$ cat src/rtl/mem_arb.sv
// Two-master (IFU/LSU) to one-slave memory arbiter: one request queued per master, LSU-first with tie alternation.
// Optional MEM_ARB_TIMEOUT_EN: forced completion with 32'hDEAD_BEEF and arb_err after TIMEOUT_CYCLES silent BUSY cycles.
module mem_arb #(
  parameter int unsigned TIMEOUT_CYCLES = 255
) (
  input  logic        clock,
  input  logic        reset,
  input  logic        io_ifu_reqValid,
  input  logic [31:0] io_ifu_addr,
  output logic        io_ifu_respValid,
  output logic [31:0] io_ifu_rdata,
  input  logic        io_lsu_reqValid,
  input  logic [31:0] io_lsu_addr,
  input  logic [1:0]  io_lsu_size,
  input  logic        io_lsu_wen,
  input  logic [31:0] io_lsu_wdata,
  input  logic [3:0]  io_lsu_wmask,
  output logic        io_lsu_respValid,
  output logic [31:0] io_lsu_rdata,
  output logic        mem_reqValid,
  output logic [31:0] mem_addr,
  output logic [1:0]  mem_size,
  output logic        mem_wen,
  output logic [31:0] mem_wdata,
  output logic [3:0]  mem_wmask,
  input  logic        mem_respValid,
  input  logic [31:0] mem_rdata,
  output logic        arb_err
);

  localparam int unsigned AW = 32;
  localparam int unsigned DW = 32;
  localparam int unsigned CW = 8;

  typedef enum logic [1:0] {S_IDLE, S_BUSY_IFU, S_BUSY_LSU} state_t;

  state_t        r_state;
  logic          r_ifu_pend;
  logic          r_lsu_pend;
  logic          r_last_lsu;
  logic          r_ifu_resp;
  logic          r_lsu_resp;
  logic [DW-1:0] r_ifu_rdata;
  logic [DW-1:0] r_lsu_rdata;
  logic          r_mem_req;
  logic [AW-1:0] r_mem_addr;
  logic [1:0]    r_mem_size;
  logic          r_mem_wen;
  logic [DW-1:0] r_mem_wdata;
  logic [3:0]    r_mem_wmask;
  logic          r_err;

  logic          w_ifu_req;
  logic          w_lsu_req;
  logic          w_pick_lsu;
  logic          w_timeout;
  logic          w_done;
  logic [DW-1:0] w_resp_data;

  assign w_ifu_req  = r_ifu_pend | io_ifu_reqValid;
  assign w_lsu_req  = r_lsu_pend | io_lsu_reqValid;
  // LSU wins unless IFU also requests and LSU had the previous grant.
  assign w_pick_lsu = w_lsu_req & (~w_ifu_req | ~r_last_lsu);

`ifdef MEM_ARB_TIMEOUT_EN
  logic [CW-1:0] r_cnt;

  assign w_timeout = (r_state != S_IDLE) && !mem_respValid && (r_cnt == CW'(TIMEOUT_CYCLES));

  // Silent-cycle counter; held at zero while idle so every grant starts fresh.
  always_ff @(posedge clock or negedge reset) begin
    if (!reset) begin
      r_cnt <= '0;
    end else if (r_state == S_IDLE) begin
      r_cnt <= '0;
    end else if (!mem_respValid) begin
      r_cnt <= r_cnt + CW'(1);
    end
  end
`else
  logic [CW-1:0] w_unused_timeout;

  assign w_unused_timeout = CW'(TIMEOUT_CYCLES);
  assign w_timeout        = 1'b0;
`endif

  assign w_done      = mem_respValid | w_timeout;
  assign w_resp_data = mem_respValid ? mem_rdata : 32'hDEAD_BEEF;

  always_ff @(posedge clock or negedge reset) begin
    if (!reset) begin
      r_state     <= S_IDLE;
      r_ifu_pend  <= 1'b0;
      r_lsu_pend  <= 1'b0;
      r_last_lsu  <= 1'b0;
      r_ifu_resp  <= 1'b0;
      r_lsu_resp  <= 1'b0;
      r_ifu_rdata <= '0;
      r_lsu_rdata <= '0;
      r_mem_req   <= 1'b0;
      r_mem_addr  <= '0;
      r_mem_size  <= '0;
      r_mem_wen   <= 1'b0;
      r_mem_wdata <= '0;
      r_mem_wmask <= '0;
      r_err       <= 1'b0;
    end else begin
      r_ifu_resp <= 1'b0;
      r_lsu_resp <= 1'b0;
      r_mem_req  <= 1'b0;
      r_err      <= 1'b0;
      case (r_state)
        S_IDLE: begin
          if (w_ifu_req || w_lsu_req) begin
            r_mem_req  <= 1'b1;
            r_last_lsu <= w_pick_lsu;
            r_ifu_pend <= w_ifu_req & w_pick_lsu;
            r_lsu_pend <= w_lsu_req & ~w_pick_lsu;
            if (w_pick_lsu) begin
              r_mem_addr  <= io_lsu_addr;
              r_mem_size  <= io_lsu_size;
              r_mem_wen   <= io_lsu_wen;
              r_mem_wdata <= io_lsu_wdata;
              r_mem_wmask <= io_lsu_wmask;
              r_state     <= S_BUSY_LSU;
            end else begin
              r_mem_addr  <= io_ifu_addr;
              r_mem_size  <= 2'd2;
              r_mem_wen   <= 1'b0;
              r_mem_wdata <= '0;
              r_mem_wmask <= '0;
              r_state     <= S_BUSY_IFU;
            end
          end
        end
        S_BUSY_IFU: begin
          if (io_lsu_reqValid) r_lsu_pend <= 1'b1;
          if (w_done) begin
            r_ifu_resp  <= 1'b1;
            r_ifu_rdata <= w_resp_data;
            r_err       <= w_timeout;
            r_state     <= S_IDLE;
          end
        end
        S_BUSY_LSU: begin
          if (io_ifu_reqValid) r_ifu_pend <= 1'b1;
          if (w_done) begin
            r_lsu_resp  <= 1'b1;
            r_lsu_rdata <= w_resp_data;
            r_err       <= w_timeout;
            r_state     <= S_IDLE;
          end
        end
        default: r_state <= S_IDLE;
      endcase
    end
  end

  assign io_ifu_respValid = r_ifu_resp;
  assign io_ifu_rdata     = r_ifu_rdata;
  assign io_lsu_respValid = r_lsu_resp;
  assign io_lsu_rdata     = r_lsu_rdata;
  assign mem_reqValid     = r_mem_req;
  assign mem_addr         = r_mem_addr;
  assign mem_size         = r_mem_size;
  assign mem_wen          = r_mem_wen;
  assign mem_wdata        = r_mem_wdata;
  assign mem_wmask        = r_mem_wmask;
  assign arb_err          = r_err;

endmodule

$ cat config.mk
export PLATFORM = sky130hd
export DESIGN_NAME = mem_arb
export DESIGN_NICKNAME = d
export VERILOG_FILES = /design/src/rtl/mem_arb.sv
export SDC_FILE = /design/constraint.sdc
export NUM_CORES = 1
export LEC_CHECK = 0
export ABC_AREA = 0
export BUFFER_PORTS_ARGS = -buffer_cell sky130_fd_sc_hd__buf_2
export CAP_MARGIN = 20
export CORE_MARGIN = 1.5
export CORE_UTILIZATION = 41
export CTS_CLUSTER_DIAMETER = 80
export DETAILED_ROUTE_END_ITERATION = 16
export PLACE_DENSITY = 0.76
export SLEW_MARGIN = 20
export SYNTH_ARGS = -nofsm -noshare
export SYNTH_HDL_FRONTEND = slang
export SYNTH_SLANG_ARGS = --single-unit
export TNS_END_PERCENT = 20
$ cat constraint.sdc
create_clock -name clock -period 1.7 [get_ports clock]
set_input_delay 0.085 -clock clock [delete_from_list [all_inputs] [get_ports clock]]
set_output_delay 0.085 -clock clock [all_outputs]
set_load 0.02 [all_outputs]
==> results of run 1 <==
[per-layer routing]
layer  GRT usage [%]  part of all wire [%]
met1            26.9                    37
met4            12.5                   3.3
met3            5.80                   6.1
met2            44.8                    54
met5               0                     0
[where the power goes]
part | switching [mW] | leakage, nW | internal (mW)
logic | 4.63 | 2.57 | 3.59
clock network | 1.42 | 0.261 | 2.06
registers | 0.829 | 1.76 | 5.00
total | 6.89 | 4.59 | 10.7
[placed cells by master, fill, tap and decap left out, types with 3 or more instances in the layout]
cell / n
inv_6: 4
nand2_1: 3
dlygate4sd3_1: 136
buf_2: 276
mux2_2: 64
buf_12: 8
a22o_1: 38
nor2_1: 3
and2_1: 32
inv_1: 6
clkbuf_1: 3
clkbuf_16: 18
dfrtp_1: 143
diode_2: 3
a221o_1: 32
buf_4: 7
clkinvlp_4: 3
[per-stage QoR]
step	setup slack (ns)	power, mW	cell area [um^2]	utilization, %
2_1_floorplan	0.0735	10.9	5570	-
3_3_place_gp	0.0942	13.2	7200	54.4
3_5_place_dp	0.0157	13.6	7200	54.4
4_1_cts	0.0527	17.4	9120	68.9
5_1_grt	0.0312	18.4	9170	69.2
6_report	0.0668	17.5	9170	69.2
[worst paths after layout]
| kind | startpoint | to | cells after the start |
|---|---|---|---|
| worst max-delay path | r_state[0] | mem_addr[4] | 5 |
| worst min-delay path | io_ifu_reqValid | r_ifu_pend | 3 |
| worst max register to register | r_state[0] | mem_addr[4] | 5 |
| worst min register to register | io_ifu_rdata[18] | io_ifu_rdata[18] | 1 |
| max in group asynchronous | reset | io_ifu_rdata[7] | 3 |
| min in group asynchronous | reset | io_lsu_rdata[16] | 2 |
[critical path: cells and delay by family, from the launching register on]
| kind | cells | cell delay [ns] |
|---|---|---|
| DFF | 1 | 0.35 |
| buffers and inverters | 2 | 0.33 |
| adders and majority gates | 1 | 0.20 |
| and+or+nand+nor | 1 | 0.26 |
| AOI/OAI and AO/OA | 1 | 0.37 |
[cell families after synthesis]
logic type / after synthesis / share of synthesized area, %
simple gates: 44 / 4.67
mux: 64 / 12.9
other cells: 1 / 0.0673
flops: 143 / 64.2
compound gates: 80 / 13.5
buf+inv: 33 / 3.91
fa+ha+maj: 3 / 0.674
[what timing repair did]
| action | 4_1_cts | 5_1_grt |
|---|---|---|
| endpoints found under the hold margin | 180 | 0 |
| cloned | 0 | 1 |
| resized for setup | 1 | 2 |
| setup buffers | 0 | 0 |
| setup endpoints to repair | 2 | 21 |
| hold buffers | 136 | 0 |
[flip-flops by register name, indices dropped and copies added, names as in the netlist]
name,cells
io_lsu_respValid,1
mem_addr,32
io_lsu_rdata,32
mem_reqValid,1
mem_wdata,32
mem_size,2
io_ifu_rdata,32
r_ifu_pend,1
r_last_lsu,1
mem_wmask,4
io_ifu_respValid,1
r_lsu_pend,1
mem_wen,1
r_state,2
[layout make-up]
type | instances | area (um^2) | area share, %
Tap cell | 176 | 220 | 2.40
Multi-Input combinational cell | 192 | 1790 | 19.6
Inverter | 6 | 22.5 | 0.246
Antenna cell | 3 | 7.51 | 0.0819
Timing Repair Buffer | 429 | 2990 | 32.6
Clock inverter | 10 | 105 | 1.15
Sequential cell | 143 | 3580 | 39.0
Clock buffer | 21 | 450 | 4.91
==> flow_summary.json, run 1 <==
{
  "synth_edf_count": 0,
  "io_buffers": 277,
  "yosysSeqAreaShare_pct": 64.2,
  "min_period_ns": 1.63,
  "synth_top_cell_by_area": "dfrtp_1",
  "clk_path_buf_depth": 2,
  "die_area_um2": 14300,
  "clkTransAtPathRegs_ns": 0.06,
  "setup_viol": 0,
  "nets": 932,
  "cp_cell_sequence": "inv_1 > ha_4 > and3b_2 > clkbuf_16 > a221o_1",
  "ant_nets": 0,
  "critical_path_class": "reg -> reg",
  "reg2reg_setup_slack_ns": 0.07,
  "fillers": 907,
  "io_pins": 279,
  "synth_top_area_share_pct": 64.2,
  "vias": 5027,
  "ys_top_cells_by_count": "143 x dfrtp_1, 64 x mux2_2, 38 x a22o_1, 32 x a221o_1, 32 x and2_1",
  "instances_no_fill": 980,
  "slew_viol_final": 0,
  "finalCritPeriodShare_pct": 96.1,
  "cts_tree": "built",
  "routabilityCongestion": 0.810,
  "rsz0062_at_grt": "false",
  "crit_required_ns": 2.00,
  "drv_cap": 0,
  "wirelength_mm": 17.7,
  "cp_slowest_cell": "a221o_1",
  "max_freq_ghz": 0.612,
  "drc": 0,
  "clock_skew_ns": 0.00688,
  "fin_tns_setup_ns": 0,
  "die_x_um": 120,
  "yosysMostFrequentCell": "dfrtp_1",
  "grt_first_pass_wirelength_mm": 27.4,
  "yosys_warnings": 0,
  "post_drt_via_cell_ratio": 5.13,
  "root_buffer": "clkbuf_16",
  "cts_max_level": 4,
  "wl_per_cell_um": 18.1,
  "fp.coreArea_um2": 13200,
  "hpwl_mm": 10.2,
  "power-per-cell-area_nw_per_um2": 1910,
  "cts_num_sinks": 143,
  "insertion_delay_ns": 0.42,
  "crit_path_end_kind": "flip-flop",
  "p_leak_nw": 4.59,
  "yosysUniqueCellTypes": 29,
  "async_flop_share_pct": 100,
  "critPathMaxStageDelay_ns": 0.37,
  "drt_iter0_markers": 320,
  "synth.net_count": 511,
  "synthFlopType": "dfrtp_1",
  "grt_pass1_vias": 5504,
  "start_util_pct": 42.1,
  "syn_inst": 368,
  "ir_worst_vdd_uv": 941,
  "antenna_found_initial": 3,
  "grt_usage_pct": 24.7,
  "path_max_fanout": 33,
  "place_inst": 809,
  "whs_ns": 0.0497,
  "grt-ovfl-total": 0,
  "hold_class": "in -> reg",
  "fp-row-count": 42,
  "drt-pass1-iter-count": 4,
  "netlist_area_um2": 5570,
  "start_kind": "flip-flop",
  "arrival_ns": 1.93,
  "synth-seq-cells": 143,
  "die_h_um": 120,
  "finalHoldViolCount": 0,
  "outcome": "complete, no violations",
  "numCtsBuffers": 17,
  "ys_top_cells_by_area": "dfrtp_1 64%, mux2_2 13%, a22o_1 6.0%",
  "drive_gt1_share_pct": 48.8,
  "syn-mean-instance-area_um2": 15.1,
  "syn_to_final_growth_pct": 64.5,
  "grt_max_degree": 68
}
No activity file was read; power rests on OpenSTA's default activity.
==> inputs of run 2 (changes only) <==
--- a/config.mk
+++ b/config.mk
@@ -11,8 +11,10 @@
 export CORE_MARGIN = 1.5
 export CORE_UTILIZATION = 41
 export CTS_CLUSTER_DIAMETER = 80
+export CTS_CLUSTER_SIZE = 40
 export DETAILED_ROUTE_END_ITERATION = 16
 export PLACE_DENSITY = 0.76
+export SETUP_SLACK_MARGIN = 0.15
 export SLEW_MARGIN = 20
 export SYNTH_ARGS = -nofsm -noshare
 export SYNTH_HDL_FRONTEND = slang
==> flow_summary.json, run 2 (synthesized netlist as in run 1, its figures left out) <==
{
  "outcome": "complete, no violations",
  "cts_num_sinks": 143,
  "post_drt_via_cell_ratio": 5.21,
  "fp-row-count": 42,
  "finalCritPeriodShare_pct": 93.3,
  "root_buffer": "clkbuf_16",
  "cts_max_level": 4,
  "io_pins": 279,
  "ant_nets": 0,
  "drt_iter0_markers": 291,
  "grt_first_pass_wirelength_mm": 29.6,
  "power_mw": 18.4,
  "routabilityCongestion": 0.814,
  "clkTransAtPathRegs_ns": 0.06,
  "reg2reg_setup_slack_ns": 0.11,
  "clock_skew_ns": 0.00657,
  "start_kind": "flip-flop",
  "place_inst": 808,
  "setup_viol": 0,
  "critical_path_class": "reg -> reg",
  "grt_usage_pct": 27.2,
  "die_h_um": 120,
  "start_util_pct": 42.1,
  "die_x_um": 120,
  "drv_cap": 0,
  "cts_tree": "built",
  "antenna_found_initial": 2,
  "rsz0062_at_grt": "true",
  "syn_to_final_growth_pct": 68.2,
  "whs_ns": 0.0827,
  "nets": 938,
  "hpwl_mm": 10.6,
  "worst_r2r_endpoint": "mem_addr[27]",
  "min_period_ns": 1.59,
  "max_freq_ghz": 0.630,
  "insertion_delay_ns": 0.42,
  "numCtsBuffers": 17,
  "slew_viol_final": 0,
  "drive_gt1_share_pct": 50.1,
  "wl_per_cell_um": 19.9,
  "fp.coreArea_um2": 13200,
  "die_area_um2": 14300,
  "drc": 0,
  "p_leak_nw": 4.70,
  "r2r_start": "r_state[0]",
  "r2r_cells": 6,
  "power-per-cell-area_nw_per_um2": 1960,
  "instances_no_fill": 986,
  "vias": 5139,
  "mostFrequentLayoutCell": "buf_2",
  "cp_slowest_cell": "dfrtp_1",
  "min_from": "mem_respValid",
  "grt_pass1_vias": 5528,
  "critPathMaxStageDelay_ns": 0.40,
  "crit_required_ns": 2.00,
  "fin_tns_setup_ns": 0,
  "grt_max_degree": 51,
  "layout_common_cells": "276 x buf_2, 143 x dfrtp_1, 136 x dlygate4sd3_1",
  "hold_class": "in -> reg",
  "crit_path_end_kind": "flip-flop",
  "io_buffers": 277,
  "ir_worst_vdd_uv": 1420,
  "hold_depth": 3,
  "cp_cell_sequence": "inv_2 > ha_4 > o41ai_4 > clkbuf_16 > and2_1 > a221o_1",
  "drt-pass1-iter-count": 5,
  "grt-ovfl-total": 0,
  "arrival_ns": 1.88,
  "final_util_pct": 70.8,
  "finalHoldViolCount": 0,
  "path_max_fanout": 25,
  "clk_path_buf_depth": 2,
  "holdPathEnd": "r_state[0]",
  "wirelength_mm": 19.6
}
==> run 2: routing by layer <==
| metal | vias up | wire length (um) | global-route usage (%) | part of all wire (%) |
|---|---|---|---|---|
| li1 | 2219 | - | - | - |
| met4 | 0 | 891 | 15.5 | 4.5 |
| met1 | 2540 | 7230 | 30.2 | 37 |
| met2 | 297 | 10300 | 47.3 | 53 |
| met3 | 83 | 1180 | 7.03 | 6.0 |
| met5 | - | 0 | 0 | 0 |
==> run 2: timing repair <==
item / in CTS / in global routing
resized for setup: 9 / 2
pin swaps: 4 / 2
buffers inserted: 1 / 1
endpoints found under the hold margin: 254 / 0
cloned: 3 / 3
hold buffers: 136 / 0
endpoints found under the setup margin: 47 / 124
==> run 2: power breakdown <==
part | total, mW | leakage [nW] | internal [mW] | switching [mW]
clock network | 3.90 | 0.299 | 2.43 | 1.47
registers | 5.87 | 1.76 | 5.00 | 0.872
logic | 8.61 | 2.65 | 3.81 | 4.80
==> run 2: worst max path at each step <==
| stage | start | to | slack (ns) | cells after the start |
|---|---|---|---|---|
| after floorplan | r_state[0] | mem_addr[18] | 0.14 | 7 |
| after global placement | r_state[1] | mem_addr[29] | 0.12 | 6 |
| after detailed placement | r_state[1] | mem_addr[28] | 0.06 | 6 |
| after CTS | r_state[0] | io_ifu_rdata[14] | 0.14 | 5 |
| after global routing | r_state[0] | io_ifu_rdata[7] | 0.08 | 5 |
| final | r_state[0] | mem_addr[27] | 0.11 | 6 |
==> run 2: worst max-delay path: cells and delay by family, from the launching register on <==
family	cells	cell delay, ns
adders and majority gates	1	0.19
buffers and inverters	2	0.30
DFF	1	0.40
AOI/OAI and AO/OA	2	0.37
and+or+nand+nor	1	0.19
==> run 2: cell type report <==
cell class,count,area (um^2)
Fill cell,886,3870
Sequential cell,143,3580
Timing Repair Buffer,435,3120
Multi-Input combinational cell,192,1810
Clock buffer,20,467
Tap cell,176,220
Clock inverter,12,158
Inverter,6,22.5
Antenna cell,2,5.00
==> run 2: through the flow <==
stage / area, um^2 / worst slack (ns)
6_report: 9380 / 0.114
5_1_grt: 9380 / 0.0812
4_1_cts: 9290 / 0.144
3_5_place_dp: 7190 / 0.0587
3_3_place_gp: 7190 / 0.122
2_1_floorplan: 5580 / 0.135
